File: src/rtl/imm_gen_pipe.sv
// Immediate generator with one-entry output register plus skid register (IMM_ILLEGAL_CHK_EN adds out_err).
// Latency: 1 cycle from input acceptance to out_valid; sustains one result per cycle.
// Backpressure: in_ready = !skid valid, so one extra entry is absorbed when out_ready drops.
module imm_gen_pipe #(
  parameter int XLEN  = 32,
  parameter int TAG_W = 32
) (
  input  logic             clk,
  input  logic             reset_n,
  input  logic             in_valid,
  output logic             in_ready,
  input  logic [31:0]      instr,
  input  logic [2:0]       immsrc,
  input  logic [TAG_W-1:0] in_tag,
  output logic             out_valid,
  input  logic             out_ready,
  output logic [XLEN-1:0]  out_imm,
  output logic [TAG_W-1:0] out_tag,
`ifdef IMM_ILLEGAL_CHK_EN
  output logic             out_err,
`endif
  input  logic             flush
);

  typedef struct packed {
`ifdef IMM_ILLEGAL_CHK_EN
    logic             err;
`endif
    logic [XLEN-1:0]  imm;
    logic [TAG_W-1:0] tag;
  } ent_t;

  ent_t        nxt;
  ent_t        or_q;
  ent_t        sk_q;
  logic        or_vld;
  logic        sk_vld;
  logic        accept;
  logic        or_free;
  logic [31:0] base;
  logic        sext;
  logic        illegal;
  logic        unused_opcode;

  // Opcode bits never contribute to any immediate format.
  assign unused_opcode = ^instr[6:0];

  always_comb begin
    base    = '0;
    sext    = 1'b0;
    illegal = 1'b0;
    case (immsrc)
      3'b000: begin base = {{20{instr[31]}}, instr[31:20]}; sext = 1'b1; end
      3'b001: begin base = {{20{instr[31]}}, instr[31:25], instr[11:7]}; sext = 1'b1; end
      3'b010: begin
        base = {{19{instr[31]}}, instr[31], instr[7], instr[30:25], instr[11:8], 1'b0};
        sext = 1'b1;
      end
      3'b011: begin
        base = {{11{instr[31]}}, instr[31], instr[19:12], instr[20], instr[30:21], 1'b0};
        sext = 1'b1;
      end
      3'b100: begin base = {instr[31:12], 12'b0}; sext = 1'b1; end
      3'b101: base = {27'b0, instr[19:15]};
      3'b110: base = (XLEN == 64) ? {26'b0, instr[25:20]} : {27'b0, instr[24:20]};
      default: illegal = 1'b1;
    endcase
  end

  always_comb begin
    nxt     = '0;
    nxt.tag = in_tag;
    nxt.imm = sext ? XLEN'($signed(base)) : XLEN'(base);
`ifdef IMM_ILLEGAL_CHK_EN
    nxt.err = illegal;
`endif
  end

  assign in_ready = !sk_vld;
  assign accept   = in_valid && in_ready;
  assign or_free  = !or_vld || out_ready;

  // Skid drains into OR ahead of new input; a new input then lands in SK.
  always_ff @(posedge clk or negedge reset_n) begin
    if (!reset_n) begin
      or_vld <= 1'b0;
      sk_vld <= 1'b0;
      or_q   <= '0;
      sk_q   <= '0;
    end else if (flush) begin
      or_vld <= 1'b0;
      sk_vld <= 1'b0;
    end else if (or_free) begin
      if (sk_vld) begin
        or_q   <= sk_q;
        or_vld <= 1'b1;
        sk_vld <= accept;
        if (accept) sk_q <= nxt;
      end else if (accept) begin
        or_q   <= nxt;
        or_vld <= 1'b1;
      end else begin
        or_vld <= 1'b0;
      end
    end else if (accept) begin
      sk_q   <= nxt;
      sk_vld <= 1'b1;
    end
  end

  assign out_valid = or_vld;
  assign out_imm   = or_q.imm;
  assign out_tag   = or_q.tag;
`ifdef IMM_ILLEGAL_CHK_EN
  assign out_err   = or_q.err;
`endif

  // Illegal code already yields a zero immediate; keep the flag referenced in every build.
  logic unused_illegal;
  assign unused_illegal = illegal ^ unused_opcode;

endmodule

File: config.mk
export PLATFORM = sky130hd
export DESIGN_NAME = imm_gen_pipe
export DESIGN_NICKNAME = d
export VERILOG_FILES = /design/src/rtl/imm_gen_pipe.sv
export SDC_FILE = /design/constraint.sdc
export NUM_CORES = 1
export LEC_CHECK = 0
export BUFFER_PORTS_ARGS = -buffer_cell sky130_fd_sc_hd__buf_4
export CAP_MARGIN = 20
export CORE_UTILIZATION = 54
export CTS_CLUSTER_SIZE = 30
export DETAILED_ROUTE_END_ITERATION = 10
export PLACE_DENSITY = 0.87
export SLEW_MARGIN = 20
export SYNTH_ARGS = -nofsm -noshare
export SYNTH_HDL_FRONTEND = slang
export SYNTH_SLANG_ARGS = --single-unit
File: constraint.sdc
create_clock -name clk -period 1.76 [get_ports clk]
set_clock_uncertainty 0.1 [all_clocks]
set_input_delay 0.352 -clock clk [delete_from_list [all_inputs] [get_ports clk]]
set_output_delay 0.352 -clock clk [all_outputs]
set_load 0.005 [all_outputs]
==> summary.txt <==
Run status
  – Status: finished, final reports clean

Floorplanning
  – Rows: 37
  – Die area: 11300 um2
  – Die Y-Extent: 106 um
  – Core Area: 10500 um2
  – IO Count: 138
  – Starting density of the core: 56.3%
  – Die width: 106 um

Hold path
  – Min-delay worst type: in -> reg

Layout
  – Post-route cell area: 8100 um2
  – Antenna fix cells: 0
  – Layout Cells excl Fill: 883
  – Layout net count: 806
  – Commonest non-fill, non-tap cell in the layout: buf_4
  – Most frequent cells in the layout: 146 x buf_4, 129 x dfrtp_1, 115 x nand2_1
  – Layout cell share with drive strength beyond 1: 31.3%
  – Syn-to-layout area delta: 37.4%

Yosys
  – Syn. warnings: 0
  – Seq/Total Area, Yosys: 55.2%
  – Synth Register Bits: 130
  – Synthesized area per cell: 10.4 um2
  – Netlist cell types: 31
  – Synthesized cell area: 5890 um2
  – Net Count, Synth: 639
  – Post-synthesis cell count: 567

Clocking
  – Total CTS buffers: 17
  – Clock slew at reported path FFs: 0.06 ns
  – Root Driver: clkbuf_8
  – Clock sink count: 130
  – Maximum root-to-sink buffer count: 2
  – CTS tree: yes
  – H-tree levels: 4
  – Worst-Skew Late Latency: 0.52 ns

Setup path
  – Crit path buf inv count: 2
  – Critical Path AT: 1.23 ns
  – CP max stage delay: 0.53 ns
  – Type of the worst setup path: reg -> out
  – Cell breakdown of the critical path: clkinvlp_4 > buf_6
  – Slowest cell on crit path: dfrtp_4
  – CP endpoint kind: primary output
  – Crit path max-delay family: flip-flops
  – CP required: 1.31 ns
  – Worst Setup Start Kind: flop
  – Max FO, Critical Path: 6

Power
  – Leakage: 0.00373 uW
  – Peak VDD IR: 0.826 mV
  – PwrDens: 1070 nW/um2
  – Total chip power: 8680 uW

Timing
  – Slew Viols, Final: 0
  – Final setup viols: 0
  – Fmax achieved: 593 MHz
  – Fin crit share: 95.7%
  – Fin. Hold Viols: 0
  – Fin crit period: 1.69 ns
  – Tightest Pin Transition: 0.821 ns
  – Slew margin rel.: 45.2%

Placed design
  – Placed Cells: 812
  – Port Buffers: 130
  – Post-DP Area: 7090 um2
  – GP Congestion: 0.877
  – Hpwl dp: 9.42 mm

Global routing
  – First-pass GRT wire length: 24.7 mm
  – Overflow after GRT: 0
  – Initial antenna violation count: 0
  – Vias in the first global route: 4973
  – GRT Resource Usage Total: 28.6%
  – Largest net degree at the start of global routing: 95

Drt
  – Vias: 4945
  – 1st-iter DRT viols: 305
  – Vias per inst: 5.60
  – Post-route DRC: 0
  – Post-DRT Antenna Nets: 0
  – WL final: 15.4 mm
  – Per-cell routed wire length: 17.4 um
  – Drt pass-1 iters: 4

Flow run
  – Max-cap violations: 0
## logic make-up after synthesis
| kind of cell | share of synthesized area, % |
|---|---|
| xor gates and xnor gates | 0.276 |
| buffers and inverters | 3.29 |
| DFF | 55.2 |
| muxes | 15.8 |
| and+or+nand+nor | 13.1 |
| AOI/OAI and AO/OA | 12.4 |
## registers in the layout (all words and copies together), names as in the netlist
register and cells:
out_tag 32, sk_vld 1, sk_q 64, out_valid 1
out_imm 32
## worst paths after layout
check	startpoint	endpoint	slack (ns)	cells after the start
min in group asynchronous	reset_n	out_tag[11]	0.32	3
setup reg to reg	sk_vld	out_imm[28]	0.09	5
hold / removal	instr[30]	sk_q[42]	0.03	3
max in group asynchronous	reset_n	out_imm[30]	0.80	3
setup / recovery	sk_vld	in_ready	0.07	2
hold reg to reg	out_imm[9]	out_imm[9]	0.37	2
## worst register-to-register path: stages (launching register included)
cell and delay [ns]:
dfrtp_4 0.53, buf_4 0.17, bufbuf_16 0.29, nand2_1 0.06
o21ai_0 0.12, mux2_2 0.29
## synthesized netlist by cell type
library cell | instances | area (um2)
a21oi_1 | 28 | 140
o211ai_1 | 9 | 67.6
o21ai_1 | 26 | 130
a22o_1 | 1 | 8.76
nand3_1 | 22 | 110
nor3b_1 | 1 | 7.51
mux2i_1 | 39 | 390
nand2_1 | 115 | 432
nand3b_1 | 7 | 52.6
mux2_1 | 8 | 90.1
clkbuf_1 | 17 | 63.8
nor3_4 | 1 | 16.3
buf_2 | 20 | 100
a31oi_1 | 1 | 6.26
nor2b_2 | 1 | 8.76
o21ai_0 | 55 | 275
nor2b_1 | 4 | 25.0
nand2b_1 | 9 | 56.3
a211oi_1 | 1 | 7.51
xor2_2 | 1 | 16.3
dfrtp_1 | 130 | 3250
o211ai_2 | 4 | 50.1
o21bai_1 | 1 | 7.51
inv_1 | 1 | 3.75
buf_6 | 1 | 11.3
nor3_1 | 2 | 10.0
mux2_2 | 40 | 450
a22oi_1 | 5 | 37.5
or3_1 | 1 | 6.26
buf_1 | 4 | 15.0
nor2_1 | 12 | 45.0
## what timing repair did
item                                    CTS  global route
resized for setup                         4             7
buffers inserted                          3             0
endpoints found under the setup margin    8            60
hold buffers                             34             0
gates cloned                              2             1
hold endpoints to repair                170             0
## per-stage QoR
step	TNS [ns]	hold WS [ns]	util (%)	worst slack [ns]
after floorplan	0	-0.0436	-	0.109
after global placement	-0.160	0.339	67.7	-0.0736
after detailed placement	-0.382	0.349	67.7	-0.137
after CTS	-0.0426	0.00248	77.2	-0.0426
after global routing	-0.000383	0.0218	77.4	-0.000383
final	0	0.0326	77.4	0.0748
## routing by layer
metal,share of wire [%],GRT usage (%),wire length [um],vias up
li1,-,-,-,2305
met1,39,34.0,6020,2457
met2,54,49.4,8270,160
met3,5.5,7.85,844,23
met4,1.7,11.2,261,0
met5,0,0,0,-
## where the power goes
group          internal [uW]  switching (uW)  leakage (uW)
clock network           2010            1190      0.000270
logic                    873             700       0.00182
registers               3560             333       0.00164
total                   6450            2230       0.00373
## final cells by class
type                       instances  area [um2]
multi-input combinational        394        2470
sequential                       130        3260
inverter                           1        7.51
tap                              136         170
fill                             692        2370
clock buffer                      27         492
clock inverter                     5        50.0
timing repair buffer             190        1650
(Power assumes the default switching activity.)
